$ cat src/rtl/pipe_stage_reg.sv
// Valid/ready pipeline stage register with an optional 2-entry skid buffer,
// synchronous flush and a saturating stall counter.
module pipe_stage_reg #(
  parameter int WIDTH = 32,
  parameter int SKID  = 1,
  parameter int CNT_W = 16
) (
  input  logic             clk,
  input  logic             reset_n,
  input  logic             flush,
  input  logic             in_valid,
  output logic             in_ready,
  input  logic [WIDTH-1:0] in_data,
  output logic             out_valid,
  input  logic             out_ready,
  output logic [WIDTH-1:0] out_data,
  output logic [1:0]       occupancy,
  output logic [CNT_W-1:0] stall_cnt
);

  typedef enum logic [1:0] {
    EMPTY = 2'd0,
    ONE   = 2'd1,
    FULL2 = 2'd2
  } state_t;

  localparam logic             USE_SKID  = (SKID != 0);
  localparam logic [CNT_W-1:0] STALL_MAX = {CNT_W{1'b1}};
  localparam logic [CNT_W-1:0] STALL_ONE = CNT_W'(1);

  state_t           state_r;
  state_t           state_nxt_s;
  logic [WIDTH-1:0] main_r;
  logic [WIDTH-1:0] skid_r;
  logic             in_ready_r;
  logic [CNT_W-1:0] stall_r;
  logic             in_ready_s;
  logic             acc_s;
  logic             dep_s;
  logic             load_main_s;
  logic             load_skid_s;
  logic             pop_skid_s;

  assign out_valid = (state_r != EMPTY);
  assign out_data  = main_r;
  assign occupancy = state_r;
  assign stall_cnt = stall_r;
  assign in_ready  = in_ready_s;
  assign acc_s     = in_valid & in_ready_s;
  assign dep_s     = out_valid & out_ready;

  // State register; the skid build precomputes in_ready from the next state.
  always_ff @(posedge clk or negedge reset_n) begin
    if (!reset_n) begin
      state_r    <= EMPTY;
      in_ready_r <= 1'b1;
    end else begin
      state_r    <= state_nxt_s;
      in_ready_r <= (state_nxt_s != FULL2);
    end
  end

  // Next-state and payload-steering decode; flush overrides every transfer.
  always_comb begin
    state_nxt_s = state_r;
    load_main_s = 1'b0;
    load_skid_s = 1'b0;
    pop_skid_s  = 1'b0;
    if (flush) begin
      state_nxt_s = EMPTY;
    end else begin
      case (state_r)
        EMPTY: begin
          if (acc_s) begin
            state_nxt_s = ONE;
            load_main_s = 1'b1;
          end else begin
            state_nxt_s = EMPTY;
          end
        end
        ONE: begin
          if (acc_s && dep_s) begin
            state_nxt_s = ONE;
            load_main_s = 1'b1;
          end else if (acc_s && USE_SKID) begin
            state_nxt_s = FULL2;
            load_skid_s = 1'b1;
          end else if (dep_s) begin
            state_nxt_s = EMPTY;
          end else begin
            state_nxt_s = ONE;
          end
        end
        FULL2: begin
          if (dep_s) begin
            state_nxt_s = ONE;
            pop_skid_s  = 1'b1;
          end else begin
            state_nxt_s = FULL2;
          end
        end
        default: begin
          state_nxt_s = EMPTY;
        end
      endcase
    end
  end

  // Upstream ready: registered with the skid buffer, otherwise pass-through of downstream.
  always_comb begin
    in_ready_s = 1'b1;
    if (USE_SKID) begin
      in_ready_s = in_ready_r;
    end else begin
      in_ready_s = ~out_valid | out_ready;
    end
  end

  // Payload registers; contents are left untouched on flush.
  always_ff @(posedge clk or negedge reset_n) begin
    if (!reset_n) begin
      main_r <= '0;
      skid_r <= '0;
    end else begin
      if (load_main_s) begin
        main_r <= in_data;
      end else if (pop_skid_s) begin
        main_r <= skid_r;
      end else begin
        main_r <= main_r;
      end
      if (load_skid_s) begin
        skid_r <= in_data;
      end else begin
        skid_r <= skid_r;
      end
    end
  end

  // Saturating count of cycles where downstream withholds ready.
  always_ff @(posedge clk or negedge reset_n) begin
    if (!reset_n) begin
      stall_r <= '0;
    end else if (flush) begin
      stall_r <= '0;
    end else if (out_valid && !out_ready && (stall_r != STALL_MAX)) begin
      stall_r <= stall_r + STALL_ONE;
    end else begin
      stall_r <= stall_r;
    end
  end

endmodule

$ cat config.mk
export PLATFORM = sky130hd
export DESIGN_NAME = pipe_stage_reg
export DESIGN_NICKNAME = d
export VERILOG_FILES = /design/src/rtl/pipe_stage_reg.sv
export SDC_FILE = /design/constraint.sdc
export NUM_CORES = 1
export LEC_CHECK = 0
export ABC_CLOCK_PERIOD_IN_PS = 2200
export BUFFER_PORTS_ARGS = -buffer_cell sky130_fd_sc_hd__buf_2
export CORE_ASPECT_RATIO = 0.9
export CORE_MARGIN = 10
export CORE_UTILIZATION = 38
export DETAILED_ROUTE_END_ITERATION = 12
export GPL_TIMING_DRIVEN = 0
export REMOVE_ABC_BUFFERS = 1
export SLEW_MARGIN = 5
export SYNTH_ARGS = -nofsm -noshare
export SYNTH_HDL_FRONTEND = slang
export SYNTH_SLANG_ARGS = --single-unit
$ cat constraint.sdc
create_clock -name clk -period 2.2 [get_ports clk]
set_clock_uncertainty 0.05 [all_clocks]
set_input_delay 0.44 -clock clk [delete_from_list [all_inputs] [get_ports clk]]
set_output_delay 0.44 -clock clk [all_outputs]
set_load 0.01 [all_outputs]
# After elaboration in Yosys (flattened, before gate mapping)
# Cells that the tools add are included.
[totals] register_bits=83 latch_bits=0 mem_bits_rw=0 mem_bits_ro=0 input_bits=37 output_inout_bits=52 elab_cells=41 n_memories=0
[classes] n_addsub=1 multipliers=0 n_div=0 order_cmp=0 eq_ne=4 n_shift=0 n_mux=21 n_bitwise=2 n_reduce_logical=8
[ops] operator="32-bit two-way mux" n=2
[ops] operator="16-bit two-way mux" n=2
[ops] operator="16-bit by 1-bit adder with 16-bit output (second input constant)" n=1
[ops] operator="16-bit inequality test (second input constant)" n=1
[ops] operator="1-bit two-way mux" n=11
[ops] operator="2-bit two-way mux" n=4
[ops] operator="2-bit case mux with 3 select lines" n=1
[ops] operator="2-bit nonzero test" n=3
[ops] operator="1-bit logical AND" n=3
[ops] operator="1-bit bitwise AND" n=2
[ops] operator="2-bit by 1-bit equality test with 1-bit output (second input constant)" n=1
[ops] operator="2-bit equality test (second input constant)" n=1
[ops] operator="2-bit logical NOT" n=1
[ops] operator="2-bit inequality test (second input constant)" n=1
[ops] operator="1-bit case mux with 2 select lines" n=1
[ops] operator="1-bit logical NOT" n=1

# Longest topological paths before layout
# Gate-level depths: netlist of the first run.
[logic_depth] ltp_word=8 depth_mapped=6 mapped_depth_nobuf=5

# Least setup slack after synthesis of the first run
# OpenSTA, ideal clock, no wires.
[synth_path] path_type="register to register" startpoint="reg state_r[1] (netlist: occupancy[1])" endpoint="reg stall_r[12] (netlist: stall_cnt[12])" setup_ns=0.078 arrival_time_ns=1.753 required_time_ns=2.072 path_slack_ns=0.319 path_stages_with_launch=7 path_buffers=2 cell_sequence="dfrtp_1 -> buf_2 -> o21bai_2 -> or3_1 -> buf_6 -> or4_1 -> a21oi_1"
[synth_via] elab_chain_cells=4
[synth_lines] item="start: declaration" line_no="31" rtl="state_t state_r;"
[synth_lines] item="start signal: assignment" line_no="58" rtl="state_r <= state_nxt_s;"
[synth_lines] item="2-bit nonzero test" line_no="44" rtl="assign out_valid = (state_r != EMPTY);"
[synth_lines] item="1-bit logical AND (2 in a row)" line_no="146" rtl="end else if (out_valid && !out_ready && (stall_r != STALL_MAX)) begin"
[synth_lines] item="2-bit nonzero test (no line)"
[synth_lines] item="end signal: assignment" line_no="147" rtl="stall_r <= stall_r + STALL_ONE;"
[synth_lines] item="end signal: assignment" line_no="149" rtl="stall_r <= stall_r;"
[synth_lines] item="end: declaration" line_no="36" rtl="logic [CNT_W-1:0] stall_r;"
# No other way between the ends.
# A chain may end at the register's enable or synchronous reset.

# Worst setup path after layout of the first run
[layout_path] startpoint="reg state_r[0] (netlist: occupancy[0])" endpoint="reg main_r[6] (netlist: out_data[6])"
[layout_via] elab_chain_cells=7 word_cells_on_any_way=14 classes_between="eq/ne: 2; mux: 7; bitwise: 1; reduce/logical: 4"
[layout_lines] item="2-bit nonzero test" line_no="44"
[layout_lines] item="1-bit bitwise AND" line_no="50" rtl="assign dep_s = out_valid & out_ready;"
[layout_lines] item="1-bit logical AND" line_no="82" rtl="if (acc_s && dep_s) begin"
[layout_lines] item="1-bit two-way mux" line_no="82"
[layout_lines] item="1-bit case mux with 2 select lines" line_no="72" rtl="case (state_r)"
[layout_lines] item="1-bit two-way mux" line_no="69" rtl="if (flush) begin"
[layout_lines] item="32-bit two-way mux / 2-bit nonzero test (equally long branches)"
[layout_lines] item="end signal: assignment" line_no="126" rtl="main_r <= in_data;"
[layout_lines] item="end signal: assignment" line_no="128" rtl="main_r <= skid_r;"
[layout_lines] item="end signal: assignment" line_no="130" rtl="main_r <= main_r;"
[layout_lines] item="end: declaration" line_no="33" rtl="logic [WIDTH-1:0] main_r;"
# Several ways; a longest one is shown, not always the timed one.

==> impl_metrics.json, run 1 <==
{
  "clock_latency_ns": 0.35,
  "drc": 0,
  "area_delta_synth_final_pct": 24.5,
  "overflow": 0,
  "holdWs_ns": 0.0467,
  "root_buffer": "clkbuf_8",
  "ant_nets": 0,
  "timing.rr.start": "occupancy[0]",
  "p_per_area_nw_per_um2": 816,
  "routed_wl_um": 8810,
  "core-area_um2": 9250,
  "syn_avg_cell_area_um2": 12.5,
  "drv_slew": 0,
  "die_y_um": 113,
  "cp-end-kind": "register",
  "period_minus_slack_ns": 2.06,
  "synth_common_cells": "82 x dfrtp_1, 35 x mux2_2, 32 x a21o_1, 32 x a22o_1",
  "drt_iter0_markers": 136,
  "hold_viol": 0,
  "post_cts_hold_buffer_count": 0,
  "synth_area_leaders": "dfrtp_1 56%, mux2_2 11%, a22o_1 7.7%, a21o_1 6.6%, a21oi_1 1.4%",
  "maxSlewHeadroom_pct": 53.8,
  "drive_gt1_share_pct": 40.4,
  "path_class": "reg2reg",
  "yosysTopAreaCell": "dfrtp_1",
  "cts_inserted_buffers": 9,
  "ys_seq_area_share_pct": 56.9,
  "synth_seq_cells": 83,
  "synth.yosys.warnings": 0,
  "fmax_mhz": 486,
  "status": "finished clean",
  "crit_slowest_cell": "dfrtp_1",
  "die_area_um2": 13900,
  "synth_edf_count": 0,
  "n_antenna_cell": 0,
  "place_ws_ns": -0.130,
  "cts.clk_slew.worst_paths_ns": 0.09,
  "worstPathArrival_ns": 2.29,
  "grt_pass1_wl_um": 14700,
  "portBuffers": 88,
  "initial_utilization_pct": 39.5,
  "critPathMaxFanout": 16,
  "yosysMostFrequentCell": "dfrtp_1",
  "final_util_pct": 49.1,
  "fp.dieW_um": 123,
  "wl_per_cell_um": 17.2,
  "placed_area_um2": 4300,
  "max_stage_delay_ns": 0.55,
  "holdCritPathClass": "in2async",
  "netlist.area_leader.share_pct": 56.2,
  "cp_cell_sequence": "nor2b_1 -> nor4_4 -> buf_8 -> nor2_4 -> a21o_1",
  "antenna_found_initial": 0,
  "cp.required_ns": 2.44,
  "final_nets": 422,
  "grt_pass1_vias": 2795,
  "ff2ff_setup_slack_ns": 0.14,
  "design_area_um2": 4540,
  "synth_ff_type": "dfrtp_1",
  "peakVddDrop_v": 0.000432,
  "period_share_pct": 93.6,
  "synthCells": 293,
  "maxCapViolations": 0,
  "place.gp.congestion": 0.749,
  "via_per_inst": 5.26,
  "worstRegToRegCells": 5,
  "synthArstFlopShare_pct": 100,
  "setup_viol": 0,
  "ys_types": 40,
  "clock_sinks": 83,
  "start_kind": "register",
  "fin_ws_ns": 0.142,
  "ios": 89,
  "first_pass_iters": 4,
  "synth_area_um2": 3650,
  "rsz0062_at_grt": "no",
  "clock_path_buffers": 2,
  "grt_usage_pct": 13.2,
  "hpwl_um": 6180,
  "cts.htree.levels": 3,
  "r2r_end": "out_data[6]",
  "cts_tree": "done",
  "via_count": 2687,
  "core.rowCount": 33,
  "max_slew.worst_pin.slew_ns": 0.691,
  "p_leak_nw": 2.31,
  "grt_max_degree": 46
}
## cells in the final DEF (no fill, tap or decap), types with 4 or more instances in the layout
cell type and n:
buf_2 87, dfrtp_1 82, mux2_2 35, a22o_1 32
a21o_1 32, nand2_1 11, a21oi_1 10, clkbuf_8 10
nor2_1 7, nor2b_1 5, inv_1 5, or4_1 5
nor3_1 4, o31ai_1 4, nand3_1 4
## power by group
part           internal [mW]  total [mW]  switching, mW
combinational          0.350       0.642          0.291
clock                  0.562        1.10          0.535
sequential              1.82        1.97          0.154
## worst max-delay path by stage
stage	start	endpoint
2_1_floorplan	occupancy[1]	out_data[0]
3_3_place_gp	flush	out_data[26]
3_5_place_dp	flush	out_data[6]
4_1_cts	occupancy[0]	skid_r[18]
5_1_grt	occupancy[0]	out_data[22]
6_report	occupancy[0]	out_data[6]
## worst max-delay path: cells and delay by family, from the launching register on
kind | cells | cell delay [ns]
buf+inv | 1 | 0.20
simple gates | 3 | 0.97
flops | 1 | 0.55
compound gates | 1 | 0.20
## logic make-up after synthesis
| logic type | synth area share [%] |
|---|---|
| DFF | 56.9 |
| buffers and inverters | 2.54 |
| and+or+nand+nor | 8.84 |
| muxes | 11.6 |
| AOI/OAI and AO/OA | 19.7 |
| adders and majority gates | 0.343 |
## layout make-up
cell class,instances,area (um^2)
Clock buffer,13,149
Timing Repair Buffer,96,558
Tap cell,122,153
Inverter,5,18.8
Fill cell,869,4700
Sequential cell,83,2080
Multi-Input combinational cell,189,1540
Clock inverter,3,46.3
## what timing repair did
item | in CTS | in global routing
gates resized for setup | 2 | 3
setup buffers | 0 | 2
pin swaps | 0 | 1
cloned | 1 | 0
endpoints found under the setup margin | 32 | 24
## layer usage
metal | vias up | global-route usage, % | share of wire [%]
met5 | - | 0 | 0
li1 | 1288 | - | -
met4 | 0 | 4.42 | 1.3
met2 | 49 | 21.3 | 50
met3 | 10 | 3.63 | 4.9
met1 | 1340 | 16.6 | 44
## stage by stage
step / power [mW] / setup TNS [ns] / std cells
finish: 3.71 / 0 / 511
global route: 3.94 / 0 / 511
CTS: 3.78 / 0 / 509
detailed placement: 2.66 / -4.64 / 492
global placement: 2.61 / -183.95 / 486
floorplan: 2.34 / -52.28 / 276
## flip-flops by register name (all words and copies together) (netlist names)
name and flops:
out_data 32, skid_r 32, stall_cnt 16, occupancy 2, in_ready 1
No activity file was read; power rests on OpenSTA's default activity.
==> inputs of run 2 (changes only) <==
--- a/config.mk
+++ b/config.mk
@@ -9,9 +9,10 @@
 export BUFFER_PORTS_ARGS = -buffer_cell sky130_fd_sc_hd__buf_2
 export CORE_ASPECT_RATIO = 0.9
 export CORE_MARGIN = 10
-export CORE_UTILIZATION = 38
+export CORE_UTILIZATION = 45
 export DETAILED_ROUTE_END_ITERATION = 12
 export GPL_TIMING_DRIVEN = 0
+export PLACE_DENSITY = 0.69
 export REMOVE_ABC_BUFFERS = 1
 export SLEW_MARGIN = 5
 export SYNTH_ARGS = -nofsm -noshare
==> run 2 against run 1 <==
Setup slack worse by 0.017 ns. Cell area down 0.61%. Clock power about the same. Sequential share of layout area up 0.28 points. Worst hold slack worse by 0.037 ns.
==> impl_metrics.json, run 2 (synthesized netlist as in run 1, its figures left out) <==
{
  "fmax_mhz": 482,
  "worstPathArrival_ns": 2.25,
  "hold_viol": 0,
  "root_buffer": "clkbuf_8",
  "critPathMaxFanout": 20,
  "grt_pass1_wl_um": 14000,
  "period_minus_slack_ns": 2.08,
  "routed_wl_um": 8650,
  "placed_area_um2": 4280,
  "peakVddDrop_v": 0.000462,
  "drt_iter0_markers": 118,
  "holdWs_ns": 0.00942,
  "cts.clk_slew.worst_paths_ns": 0.09,
  "grt_usage_pct": 14.3,
  "timing.rr.start": "occupancy[0]",
  "final_nets": 423,
  "antenna_found_initial": 0,
  "cts_inserted_buffers": 9,
  "via_count": 2709,
  "cp.required_ns": 2.38,
  "drive_gt1_share_pct": 40.9,
  "area_delta_synth_final_pct": 23.8,
  "design_area_um2": 4520,
  "start_kind": "register",
  "p_per_area_nw_per_um2": 824,
  "die_area_um2": 12100,
  "maxCapViolations": 0,
  "layout_commonest_cell": "buf_2",
  "first_pass_iters": 4,
  "drc": 0,
  "final-seq-area_um2": 2080,
  "core.rowCount": 31,
  "rsz0062_at_grt": "no",
  "worstRegToRegCells": 4,
  "n_fill_cell": 699,
  "clock_sinks": 83,
  "ios": 89,
  "layout_common_cells": "87 x buf_2, 82 x dfrtp_1, 35 x mux2_2",
  "ff2ff_setup_slack_ns": 0.12,
  "clock_latency_ns": 0.35,
  "max_slew.worst_pin.slew_ns": 0.576,
  "grt_max_degree": 46,
  "core-area_um2": 7990,
  "hpwl_um": 6060,
  "n_antenna_cell": 0,
  "r2r_end": "skid_r[16]",
  "cts_tree": "done",
  "wl_per_cell_um": 17.7,
  "via_per_inst": 5.55,
  "multiInputGateArea_um2": 1520,
  "p_leak_nw": 2.32,
  "setup_viol": 0,
  "initial_utilization_pct": 45.7,
  "holdCritPathClass": "in2async",
  "final_util_pct": 56.5,
  "cts.htree.levels": 3,
  "clock_path_buffers": 2,
  "path_class": "reg2reg",
  "status": "finished clean",
  "portBuffers": 88,
  "overflow": 0,
  "cp-end-kind": "register",
  "die_y_um": 105,
  "fp.dieW_um": 115,
  "maxSlewHeadroom_pct": 61.4,
  "ant_nets": 0,
  "post_cts_hold_buffer_count": 0,
  "period_share_pct": 94.3,
  "grt_pass1_vias": 2756,
  "drv_slew": 0,
  "place.gp.congestion": 0.773
}
-- run 2: final cells by class --
class                           instances  share of cell area (%)
Clock buffer                           10                    3.05
Clock inverter                          5                    1.39
Inverter                                5                   0.416
Multi-Input combinational cell        189                    33.7
Sequential cell                        83                    46.0
Tap cell                               99                    2.74
Timing Repair Buffer                   97                    12.7
-- run 2: power by group --
group / total, mW / leakage (nW) / internal, mW / switching [mW]
sequential: 1.97 / 1.05 / 1.82 / 0.152
combinational: 0.644 / 1.17 / 0.352 / 0.292
clock: 1.11 / 0.0950 / 0.555 / 0.555
total: 3.72 / 2.32 / 2.72 / 0.999
-- run 2: how the worst max path moves through the flow --
stage | from | endpoint | slack (ns) | depth (start not counted)
after floorplan | occupancy[1] | out_data[0] | -1.58 | 4
after global placement | flush | out_data[23] | -4.47 | 4
after detailed placement | flush | out_data[3] | -0.14 | 5
after CTS | occupancy[1] | stall_cnt[13] | 0.07 | 4
after global routing | occupancy[0] | skid_r[6] | 0.003 | 4
final | occupancy[0] | skid_r[16] | 0.12 | 4
-- run 2: layer usage --
metal	vias up	wire, um	track usage (%)
met5	-	0	0
met4	0	66	4.24
met3	4	488	4.37
met2	61	4430	24.4
met1	1349	3670	16.7
li1	1295	-	-
-- run 2: through the flow --
step,std cells,total power [mW],setup WS (ns),TNS (ns)
2_1_floorplan,276,2.34,-1.58,-52.28
3_3_place_gp,463,2.60,-4.47,-174.40
3_5_place_dp,470,2.66,-0.140,-4.49
4_1_cts,486,3.77,0.0718,0
5_1_grt,488,3.93,0.00268,0
6_report,488,3.72,0.125,0
-- run 2: repair_timing --
| item | in CTS | in global routing |
|---|---|---|
| endpoints found under the setup margin | 24 | 35 |
| setup buffers | 1 | 1 |
| resized for setup | 0 | 2 |
| cloned | 0 | 1 |
| pin swaps | 1 | 1 |
-- run 2: worst max-delay path: stages (launching register included) --
cell and delay, ns:
dfrtp_1 0.50, nor2b_1 0.37, nand3_2 0.44, buf_16 0.32, mux2_2 0.28
